## src/rtl/fsm_arb_pkg.sv

```systemverilog
// -----------------------------------------------------------------------------
// fsm_arb_pkg
// Shared types for the FSM-unit job arbiter.
//   arb_state_t : arbiter state (IDLE, CLEAR, RUN, DONE)
//   FSM_OUT_W   : width of the FSM unit result
//   arb_rsp_t   : captured response {id, data, cycles, timeout}. Field widths
//                 are sized for the largest supported configuration
//                 (NUM_REQ <= 8, CNT_W <= 16); users truncate to their widths.
// -----------------------------------------------------------------------------
package fsm_arb_pkg;

   localparam int FSM_OUT_W    = 5;
   localparam int RSP_ID_W_MAX  = 3;
   localparam int RSP_CNT_W_MAX = 16;

   typedef enum logic [1:0] {
      IDLE  = 2'd0,
      CLEAR = 2'd1,
      RUN   = 2'd2,
      DONE  = 2'd3
   } arb_state_t;

   typedef struct packed {
      logic [RSP_ID_W_MAX-1:0]  id;
      logic [FSM_OUT_W-1:0]     data;
      logic [RSP_CNT_W_MAX-1:0] cycles;
      logic                     timeout;
   } arb_rsp_t;

endpackage

```

## src/rtl/fsm_job_arbiter_rr_pick.sv

```systemverilog
// -----------------------------------------------------------------------------
// rr_pick
// Combinational round-robin picker: selects the first set request bit scanning
// upward from i_rr_ptr with wrap-around.
//   i_req    : request vector
//   i_rr_ptr : index to start scanning from
//   o_gnt    : one-hot grant (zero when no request)
//   o_id     : index of the granted request
//   o_any    : at least one request is set
// -----------------------------------------------------------------------------
module rr_pick #(
   parameter int NUM_REQ = 4,
   parameter int ID_W    = $clog2(NUM_REQ)
) (
   input  logic [NUM_REQ-1:0] i_req,
   input  logic [ID_W-1:0]    i_rr_ptr,
   output logic [NUM_REQ-1:0] o_gnt,
   output logic [ID_W-1:0]    o_id,
   output logic               o_any
);

   logic [ID_W-1:0] w_idx;

   always_comb begin
      o_gnt = '0;
      o_id  = '0;
      o_any = 1'b0;
      w_idx = '0;
      for (int k = 0; k < NUM_REQ; k++) begin
         // Candidate index wraps back to 0 past the last requester.
         w_idx = ID_W'((int'(i_rr_ptr) + k) % NUM_REQ);
         if (!o_any && i_req[w_idx]) begin
            o_any        = 1'b1;
            o_id         = w_idx;
            o_gnt[w_idx] = 1'b1;
         end
      end
   end

endmodule

```

## src/rtl/fsm_job_arbiter.sv

```systemverilog
// -----------------------------------------------------------------------------
// fsm_job_arbiter
// Shares one FSM unit between NUM_REQ requesters. Each job: grant round-robin,
// hold the unit in reset for one CLEAR cycle, run it with start held high until
// it reports ready (or times out), then emit a one-cycle tagged response.
//
// Optional feature (macro FSM_ARB_TIMEOUT_EN):
//   defined   : a job is aborted after TIMEOUT_CYCLES RUN cycles
//   undefined : RUN waits forever, rsp_timeout is 0, the cycle counter saturates
//
// Ports:
//   clk_p        rising-edge clock
//   reset        synchronous active-low reset
//   req          per-requester job request (level)
//   gnt          one-hot owner of the current job, zero when idle
//   fsm_reset    active-high reset to the FSM unit
//   fsm_start    start to the FSM unit
//   fsm_out      FSM unit result
//   fsm_ready    FSM unit done flag (level)
//   rsp_valid    one-cycle response strobe
//   rsp_id       index of the requester served
//   rsp_data     captured fsm_out
//   rsp_cycles   RUN cycles taken
//   rsp_timeout  job aborted by timeout
//   busy         high in every state except IDLE
//   o_dbg_state  current arbiter state (arb_state_t encoding)
//
// Handshake: req is a level that is sampled only in IDLE; a job, once granted,
// always runs to completion regardless of req. rsp_valid is a single-cycle
// strobe with no back-pressure; rsp_* stay stable until the next response.
// -----------------------------------------------------------------------------
module fsm_job_arbiter
   import fsm_arb_pkg::*;
#(
   parameter int NUM_REQ        = 4,
   parameter int CNT_W          = 8,
   parameter int TIMEOUT_CYCLES = 200
) (
   input  logic                       clk_p,
   input  logic                       reset,
   input  logic [NUM_REQ-1:0]         req,
   output logic [NUM_REQ-1:0]         gnt,
   output logic                       fsm_reset,
   output logic                       fsm_start,
   input  logic [FSM_OUT_W-1:0]       fsm_out,
   input  logic                       fsm_ready,
   output logic                       rsp_valid,
   output logic [$clog2(NUM_REQ)-1:0] rsp_id,
   output logic [FSM_OUT_W-1:0]       rsp_data,
   output logic [CNT_W-1:0]           rsp_cycles,
   output logic                       rsp_timeout,
   output logic                       busy,
   output logic [1:0]                 o_dbg_state
);

   localparam int ID_W = $clog2(NUM_REQ);

   // Elaboration-time configuration guard.
   if (NUM_REQ < 2 || NUM_REQ > 8 || CNT_W > RSP_CNT_W_MAX ||
       TIMEOUT_CYCLES >= (1 << CNT_W)) begin : g_bad_cfg
      $error("fsm_job_arbiter: unsupported parameter combination");
   end

   arb_state_t         r_state;
   arb_state_t         w_state_nxt;
   logic [ID_W-1:0]    r_rr_ptr;
   logic [ID_W-1:0]    r_id;
   logic [NUM_REQ-1:0] r_gnt;
   logic [CNT_W-1:0]   r_cnt;
   logic               r_fsm_reset;
   logic               r_fsm_start;
   logic               r_rsp_valid;
   arb_rsp_t           r_rsp;

   logic [NUM_REQ-1:0] w_pick_gnt;
   logic [ID_W-1:0]    w_pick_id;
   logic               w_pick_any;
   logic [CNT_W-1:0]   w_cnt_next;
   logic               w_timeout_hit;

   rr_pick #(
      .NUM_REQ (NUM_REQ),
      .ID_W    (ID_W)
   ) u_rr_pick (
      .i_req    (req),
      .i_rr_ptr (r_rr_ptr),
      .o_gnt    (w_pick_gnt),
      .o_id     (w_pick_id),
      .o_any    (w_pick_any)
   );

`ifdef FSM_ARB_TIMEOUT_EN
   assign w_cnt_next    = r_cnt + CNT_W'(1);
   assign w_timeout_hit = (w_cnt_next == CNT_W'(TIMEOUT_CYCLES));
`else
   // Without a timeout the counter can run long; saturate instead of wrapping.
   assign w_cnt_next    = (r_cnt == '1) ? r_cnt : r_cnt + CNT_W'(1);
   assign w_timeout_hit = 1'b0;
`endif

   always_comb begin
      w_state_nxt = r_state;
      case (r_state)
         IDLE:    if (w_pick_any) w_state_nxt = CLEAR;
         CLEAR:   w_state_nxt = RUN;
         RUN:     if (fsm_ready || w_timeout_hit) w_state_nxt = DONE;
         DONE:    w_state_nxt = IDLE;
         default: w_state_nxt = IDLE;
      endcase
   end

   always_ff @(posedge clk_p) begin
      if (!reset) begin
         r_state     <= IDLE;
         r_rr_ptr    <= '0;
         r_id        <= '0;
         r_gnt       <= '0;
         r_cnt       <= '0;
         r_fsm_reset <= 1'b1;
         r_fsm_start <= 1'b0;
         r_rsp_valid <= 1'b0;
         r_rsp       <= '0;
      end else begin
         r_state     <= w_state_nxt;
         // Unit controls are registered from the next state so they line up
         // exactly with the state they belong to.
         r_fsm_reset <= (w_state_nxt == CLEAR);
         r_fsm_start <= (w_state_nxt == RUN);
         r_rsp_valid <= (w_state_nxt == DONE);
         case (r_state)
            IDLE: begin
               if (w_pick_any) begin
                  r_gnt    <= w_pick_gnt;
                  r_id     <= w_pick_id;
                  r_rr_ptr <= (w_pick_id == ID_W'(NUM_REQ - 1)) ? '0
                                                                : w_pick_id + ID_W'(1);
               end
            end
            CLEAR: r_cnt <= '0;
            RUN: begin
               r_cnt <= w_cnt_next;
               // Ready takes priority over a coincident timeout.
               if (fsm_ready) begin
                  r_rsp.id      <= RSP_ID_W_MAX'(r_id);
                  r_rsp.data    <= fsm_out;
                  r_rsp.cycles  <= RSP_CNT_W_MAX'(w_cnt_next);
                  r_rsp.timeout <= 1'b0;
               end else if (w_timeout_hit) begin
                  r_rsp.id      <= RSP_ID_W_MAX'(r_id);
                  r_rsp.data    <= '0;
                  r_rsp.cycles  <= RSP_CNT_W_MAX'(TIMEOUT_CYCLES);
                  r_rsp.timeout <= 1'b1;
               end
            end
            DONE:    r_gnt <= '0;
            default: r_gnt <= '0;
         endcase
      end
   end

   assign gnt         = r_gnt;
   assign fsm_reset   = r_fsm_reset;
   assign fsm_start   = r_fsm_start;
   assign rsp_valid   = r_rsp_valid;
   assign rsp_id      = ID_W'(r_rsp.id);
   assign rsp_data    = r_rsp.data;
   assign rsp_cycles  = CNT_W'(r_rsp.cycles);
   assign rsp_timeout = r_rsp.timeout;
   assign busy        = (r_state != IDLE);
   assign o_dbg_state = r_state;

endmodule
```

## config.mk

```make
export PLATFORM = sky130hd
export DESIGN_NAME = fsm_job_arbiter
export DESIGN_NICKNAME = d
export VERILOG_FILES = /design/src/rtl/fsm_arb_pkg.sv /design/src/rtl/fsm_job_arbiter_rr_pick.sv /design/src/rtl/fsm_job_arbiter.sv
export SDC_FILE = /design/constraint.sdc
export NUM_CORES = 1
export LEC_CHECK = 0
export CORE_MARGIN = 5
export CORE_UTILIZATION = 35
export CTS_CLUSTER_DIAMETER = 60
export DETAILED_ROUTE_END_ITERATION = 16
export PLACE_DENSITY_LB_ADDON = 0.15
export SLEW_MARGIN = 30
export SYNTH_ARGS = -nofsm -noshare
export SYNTH_HDL_FRONTEND = slang
export SYNTH_SLANG_ARGS = --single-unit
```

## constraint.sdc

```tcl
create_clock -name clk_p -period 3.2 [get_ports clk_p]
set_input_delay 0.8 -clock clk_p [delete_from_list [all_inputs] [get_ports clk_p]]
set_output_delay 0.8 -clock clk_p [all_outputs]
set_load 0.1 [all_outputs]
```

* Yosys cells after proc, flatten, opt, wreduce, memory -nomap -nowiden
Index checks and enable logic that the tools add are counted.
** Operators by class
- Muxes and demuxes :: 36
- Reductions and logical operators :: 17
- Magnitude comparators :: 8
- Bitwise logic cells :: 3
- Equal/unequal tests :: 9
- Add/sub/neg operators :: 5
** Operators with widths (count)
- $mux W4 :: 5
- $pmux W8 S2 :: 1
- $mux W2 :: 7
- $lt A2 B3 Y1 const B :: 4
- $mux W1 :: 12
- $or A4 B4 Y4 :: 3
- $eq A2 B2 Y1 const B :: 5
- $add A8 B1 Y8 const B :: 1
- $bmux W1 S2 :: 4
- $demux W1 S2 :: 4
- $eq A8 B8 Y1 const B :: 1
- $ge A2 B1 Y1 const B :: 4
- $mux W8 :: 1
- $pmux W2 S4 :: 1
- $pmux W4 S2 :: 1
- $logic_and A1 B1 Y1 :: 7
- $reduce_and A2 Y1 :: 3
- $reduce_bool A2 Y1 :: 3
- $add A2 B1 Y2 const B :: 2
- $add A2 B2 Y2 const B :: 2
- $eq A2 B1 Y1 const B :: 2
- $logic_not A1 Y1 :: 3
- $logic_not A2 Y1 :: 1
- $ne A2 B1 Y1 const B :: 1
** Storage, ports and cells
- Word-level logic and storage cells :: 89
- Output and inout port bits :: 26
- Register bits after elaboration :: 36
- Input port bits :: 12

* Logic depth before layout (Yosys ltp)
- Word-level depth :: 15
- Depth in mapped cells :: 8
- Gate-level depth less buffers :: 7

* Cells and area by module
A second synthesis with hierarchy kept.
** Second synthesis, totals
- Cell total of the unflattened synthesis :: 232
- Area total of the unflattened synthesis :: 1995.7 sq um
** Modules (own cells, without submodules)
- fsm_job_arbiter :: cells an instance 187, sequential area each 720.7 sq um, times used 1, area each 1576.5 sq um
- rr_pick :: cells an instance 45, sequential area each 0.0 sq um, times used 1, area each 419.2 sq um

* Worst setup path after synthesis
Ideal clock, no wire load.
- Path kind :: reg2out
- Start point :: register r_state[0], in the netlist o_dbg_state[0]
- End point :: output busy
- Required time :: 2400 ps
- Cell stages (with the launch flop) :: 4
- Path buffers :: 0
- Setup slack :: 361 ps
- Arrival :: 2039 ps
- Cell sequence :: dfxtp_1 inv_1 ha_1 inv_1
** Between the ends
- Word-level cells in the longest chain between the ends :: 1
** Ends and longest elaborated chain
- start: declaration :: line fsm_job_arbiter.sv:64 : arb_state_t r_state;
- start signal: assignment :: line fsm_job_arbiter.sv:124 : r_state <= w_state_nxt;
- $reduce_bool A2 Y1 :: line fsm_job_arbiter.sv:169 : assign busy = (r_state != IDLE);
- end: declaration :: line fsm_job_arbiter.sv:52 : output logic busy,
No other way between the ends.

* Worst setup path after layout
- Start point :: input req[2]
- End point :: register r_rr_ptr[1]
** Between the ends
- Word-level cells in the longest chain between the ends :: 14
- Elaborated cells on any way between the ends :: 26
- Classes of those cells :: 1 x add/sub; 1 x eq/ne; 17 x mux; 7 x reduce/logical
** Ends and longest elaborated chain
- start: declaration :: line fsm_job_arbiter.sv:41 : input logic [NUM_REQ-1:0] req,
- $bmux W1 S2 :: line fsm_job_arbiter_rr_pick.sv:32 : if (!o_any && i_req[w_idx]) begin
- $mux W1 (not written as such) :: line fsm_job_arbiter_rr_pick.sv:32
- $mux W1 :: line fsm_job_arbiter_rr_pick.sv:32
- $logic_not A1 Y1 :: line fsm_job_arbiter_rr_pick.sv:32
- $logic_and A1 B1 Y1 :: line fsm_job_arbiter_rr_pick.sv:32
- $mux W1 :: line fsm_job_arbiter_rr_pick.sv:32
- $logic_not A1 Y1 :: line fsm_job_arbiter_rr_pick.sv:32
- $logic_and A1 B1 Y1 :: line fsm_job_arbiter_rr_pick.sv:32
- $mux W1 :: line fsm_job_arbiter_rr_pick.sv:32
- $logic_not A1 Y1 :: line fsm_job_arbiter_rr_pick.sv:32
- $logic_and A1 B1 Y1 :: line fsm_job_arbiter_rr_pick.sv:32
- $mux W2 :: line fsm_job_arbiter_rr_pick.sv:32
- $add A2 B1 Y2 / $eq A2 B2 Y1 (equally long branches) :: line fsm_job_arbiter.sv:136, fsm_job_arbiter.sv:135
- $mux W2 :: line fsm_job_arbiter.sv:135 : r_rr_ptr <= (w_pick_id == ID_W'(NUM_REQ - 1)) ? '0
- end signal: assignment :: line fsm_job_arbiter.sv:135
- end: declaration :: line fsm_job_arbiter.sv:66 : logic [ID_W-1:0] r_rr_ptr;
Several ways; a longest one is shown, not always the timed one. The select of a mux whose other input is x is not followed.
A chain may end at the register's enable or synchronous reset.

==> flow_summary.toml <==
[logic_synthesis]
synthMuxAreaShare_pct = 7.12
synthArstFlopShare_pct = 0
yosysWarnings = 0
seq_area_frac_synth_pct = 36.3
syn_avg_cell_area_sq_um = 8.63
synth_compound_area_share_pct = 21.7
synth_adder_area_share_pct = 7.56
synth_top_family_by_area = "compound AO/OA/AOI/OAI gates"
synth_seq_cells = 36
ys.flop_type = "dfxtp_1"
synth_nets = 254
syn-instance-count = 230
synth_edf_count = 0
ys_types = 45
yosys.area_share.simple_pct = 20.0
syn_area_sq_mm = 0.00199
synth_xor_area_share_pct = 1.76

[run_status]
status = "finished, final reports clean"

[floorplanning]
ios = 38
die-width_um = 85.3
rows = 27
start_util_pct = 36.1
fp.dieArea_sq_mm = 0.00728
die_h_um = 85.3
core-area_sq_mm = 0.00551

[pwr]
p_per_area_mw_per_mm2 = 1010
peakVddDrop_mv = 0.542
seq_power_share_pct = 24.2
p_sw_share_pct = 53.3
finalPower_uw = 2460
power.switching_uw = 1310
pwr-share-clk_pct = 13.4
leakage_uw = 0.000942
p_int_uw = 1150
pwr-share-comb_pct = 62.4

[setup_path]
arrival_ns = 2.94
rrSetupSlack_ns = 0.88
r2r_end = "r_rr_ptr[1]"
required_ns = 3.41
slowest_delay_ns = 0.63
critPathSlowestCell = "mux4_2"
endpoint_kind = "flip-flop"
path_class = "input port to flip-flop"
path_cells = "clkdlybuf4s50_1 > mux4_2 > nor4_1 > a211oi_1 > or3_1 > a31oi_1"
r2r_cells = 7
critPathLaunchType = "input port"
crit_fanout = 9

[layout]
final_common_cell = "dfxtp_1"
fillers = 553
final-seq-area_sq_um = 721
nNetsFinal = 287
final_cell_count_no_fill = 336
area.growth.synth_to_final_pct = 22.1
multiInputGateArea_sq_mm = 0.00116
diodes = 0
drive_above_1_share_pct = 16.7
final_cell_mix = "dfxtp_1, nand2_1, buf_4"
final_core_util_pct = 44.0

[global_route]
grt_max_degree = 21
grt_pass1_vias = 1670
met3_usage_pct = 3.11
grt_pass1_wl_um = 7500
overflow = 0
antenna_found_initial = 0
use_met1_pct = 15.3
top_usage_layer = "met2"
track_usage_pct = 12.6
gr-usage-met2_pct = 22.2

[routing]
drt_iter0_drc = 67
viasPerCell = 5.12
vias = 1719
drt.antenna.violating_nets = 0
wl_um = 4470
drc_errors = 0
avgRoutedWirePerCell_um = 13.3
dr.pass1.iters = 4

[timing]
hold_viol_final = 0
period_minus_slack_ns = 2.72
min_period_over_period_pct = 85.2
tightestPinTransition_ns = 0.613
worst_slack_ns = 0.475
fin_tns_setup_ns = 0
clock.fmax_ghz = 0.367
setup_viol = 0
slew_headroom_pct = 59.1
skew_ns = 0.00215
grt_setup_unrepaired = "no"
slew_violations = 0

[cts]
ctsHoldBuffers = 0
cts_made_buffers = 5
htree_levels = 2
clk_latency_ns = 0.28
path_clk_slew_ns = 0.07
cts_max_path_buffers = 2
root_buffer = "clkbuf_8"
cts_resized = 0
cts_tree = "yes"
post-cts-setup-buffer-count = 0
clock_sinks = 36

[worst_hold_path]
holdPathEnd = "rsp_data[2]"
whs_path_depth = 2
hp-start = "rsp_data[2]"
hp-class = "flip-flop to flip-flop"

[placed_design]
pre_cts_slack_ns = 0.187
dp_cells = 328
dp_hpwl_um = 3370
port_buffers = 36
routabilityCongestion = 0.808

[flow_run]
drv_cap = 0
==> worst max-delay path by stage <==
| stage | start | to | slack [ns] | cells past startpoint |
|---|---|---|---|---|
| finish | req[2] | r_rr_ptr[1] | 0.48 | 6 |
| global route | req[2] | gnt[2] | 0.38 | 6 |
| CTS | req[2] | r_rr_ptr[1] | 0.48 | 6 |
| detailed placement | req[2] | r_rr_ptr[1] | 0.19 | 6 |
| global placement | req[2] | r_rr_ptr[1] | 0.25 | 6 |
| floorplan | o_dbg_state[0] | busy | 0.36 | 3 |
==> logic make-up (layout without fill, tap and decap cells) <==
| group | Yosys count | count (layout) |
|---|---|---|
| buffers and inverters | 24 | 58 |
| AO/OA/AOI/OAI | 61 | 61 |
| AND/OR/NAND/NOR | 83 | 83 |
| other | 1 | 1 |
| flip-flops | 36 | 36 |
| multiplexers | 9 | 9 |
| adder cells (fa/ha/maj) | 12 | 12 |
| XOR/XNOR | 4 | 4 |
==> flip-flops by register name, indices dropped and copies added (netlist names), 2 cells and up, named ones only <==
| name | cells |
|---|---|
| gnt | 4 |
| o_dbg_state | 2 |
| rsp_id | 2 |
| rsp_cycles | 8 |
| r_id | 2 |
| rsp_data | 5 |
| r_cnt | 8 |
==> per-layer routing <==
layer,share of wire (%),wire [um],up-vias
li1,-,-,887
met1,45,2020,798
met2,49,2200,27
met3,4.3,192,7
met4,1.2,52,0
met5,0,0,-
==> synth_stat cells, types with 2 or more instances <==
| cell | n | share of area [%] |
|---|---|---|
| a211oi_1 | 6 | 2.3 |
| a21o_1 | 2 | 0.76 |
| a21oi_1 | 17 | 4.3 |
| a221oi_1 | 6 | 2.6 |
| a32o_1 | 4 | 2.0 |
| and2_1 | 6 | 1.9 |
| buf_4 | 2 | 0.76 |
| clkbuf_1 | 9 | 1.7 |
| dfxtp_1 | 36 | 36 |
| ha_1 | 12 | 7.6 |
| inv_1 | 9 | 1.7 |
| mux2i_1 | 4 | 2.0 |
| mux4_2 | 4 | 4.5 |
| nand2_1 | 33 | 6.2 |
| nand2b_1 | 4 | 1.3 |
| nand3_1 | 2 | 0.50 |
| nand4_1 | 3 | 0.95 |
| nor2_1 | 16 | 3.0 |
| nor2b_1 | 3 | 0.95 |
| nor3_1 | 7 | 1.8 |
| nor3b_1 | 2 | 0.76 |
| nor4_1 | 3 | 0.95 |
| o211ai_1 | 2 | 0.76 |
| o21a_1 | 6 | 2.3 |
| o21ai_0 | 9 | 2.3 |
| or3_1 | 2 | 0.63 |
| xor2_1 | 3 | 1.3 |
==> final cells by class <==
cell class	count	area share, %
flip-flops and latches	36	29.7
inverters	10	1.55
well taps	72	3.72
multi-input cells	170	47.8
clock buffers	8	3.72
repair buffers	40	13.5
==> power groups by stage <==
| stage | combinational, uW | sequential (uW) | clock (uW) |
|---|---|---|---|
| floorplan | 704 | 1140 | 0 |
| global placement | 1540 | 607 | 0 |
| detailed placement | 1540 | 609 | 0 |
| CTS | 1550 | 599 | 343 |
| global route | 1660 | 610 | 362 |
| finish | 1530 | 596 | 328 |
==> critical path, delay by kind of cell <==
family | cells | cell delay, ns
multiplexers | 1 | 0.63
AND/OR/NAND/NOR | 2 | 0.68
buffers and inverters | 1 | 0.54
AO/OA/AOI/OAI | 2 | 0.28
==> stage by stage <==
step / area [sq um] / hold slack [ns]
finish: 2420 / 0.455
global route: 2420 / 0.480
CTS: 2420 / 0.457
detailed placement: 2330 / 0.447
global placement: 2330 / 0.443
floorplan: 1990 / 0.432
No activity file was read; power rests on OpenSTA's default activity.
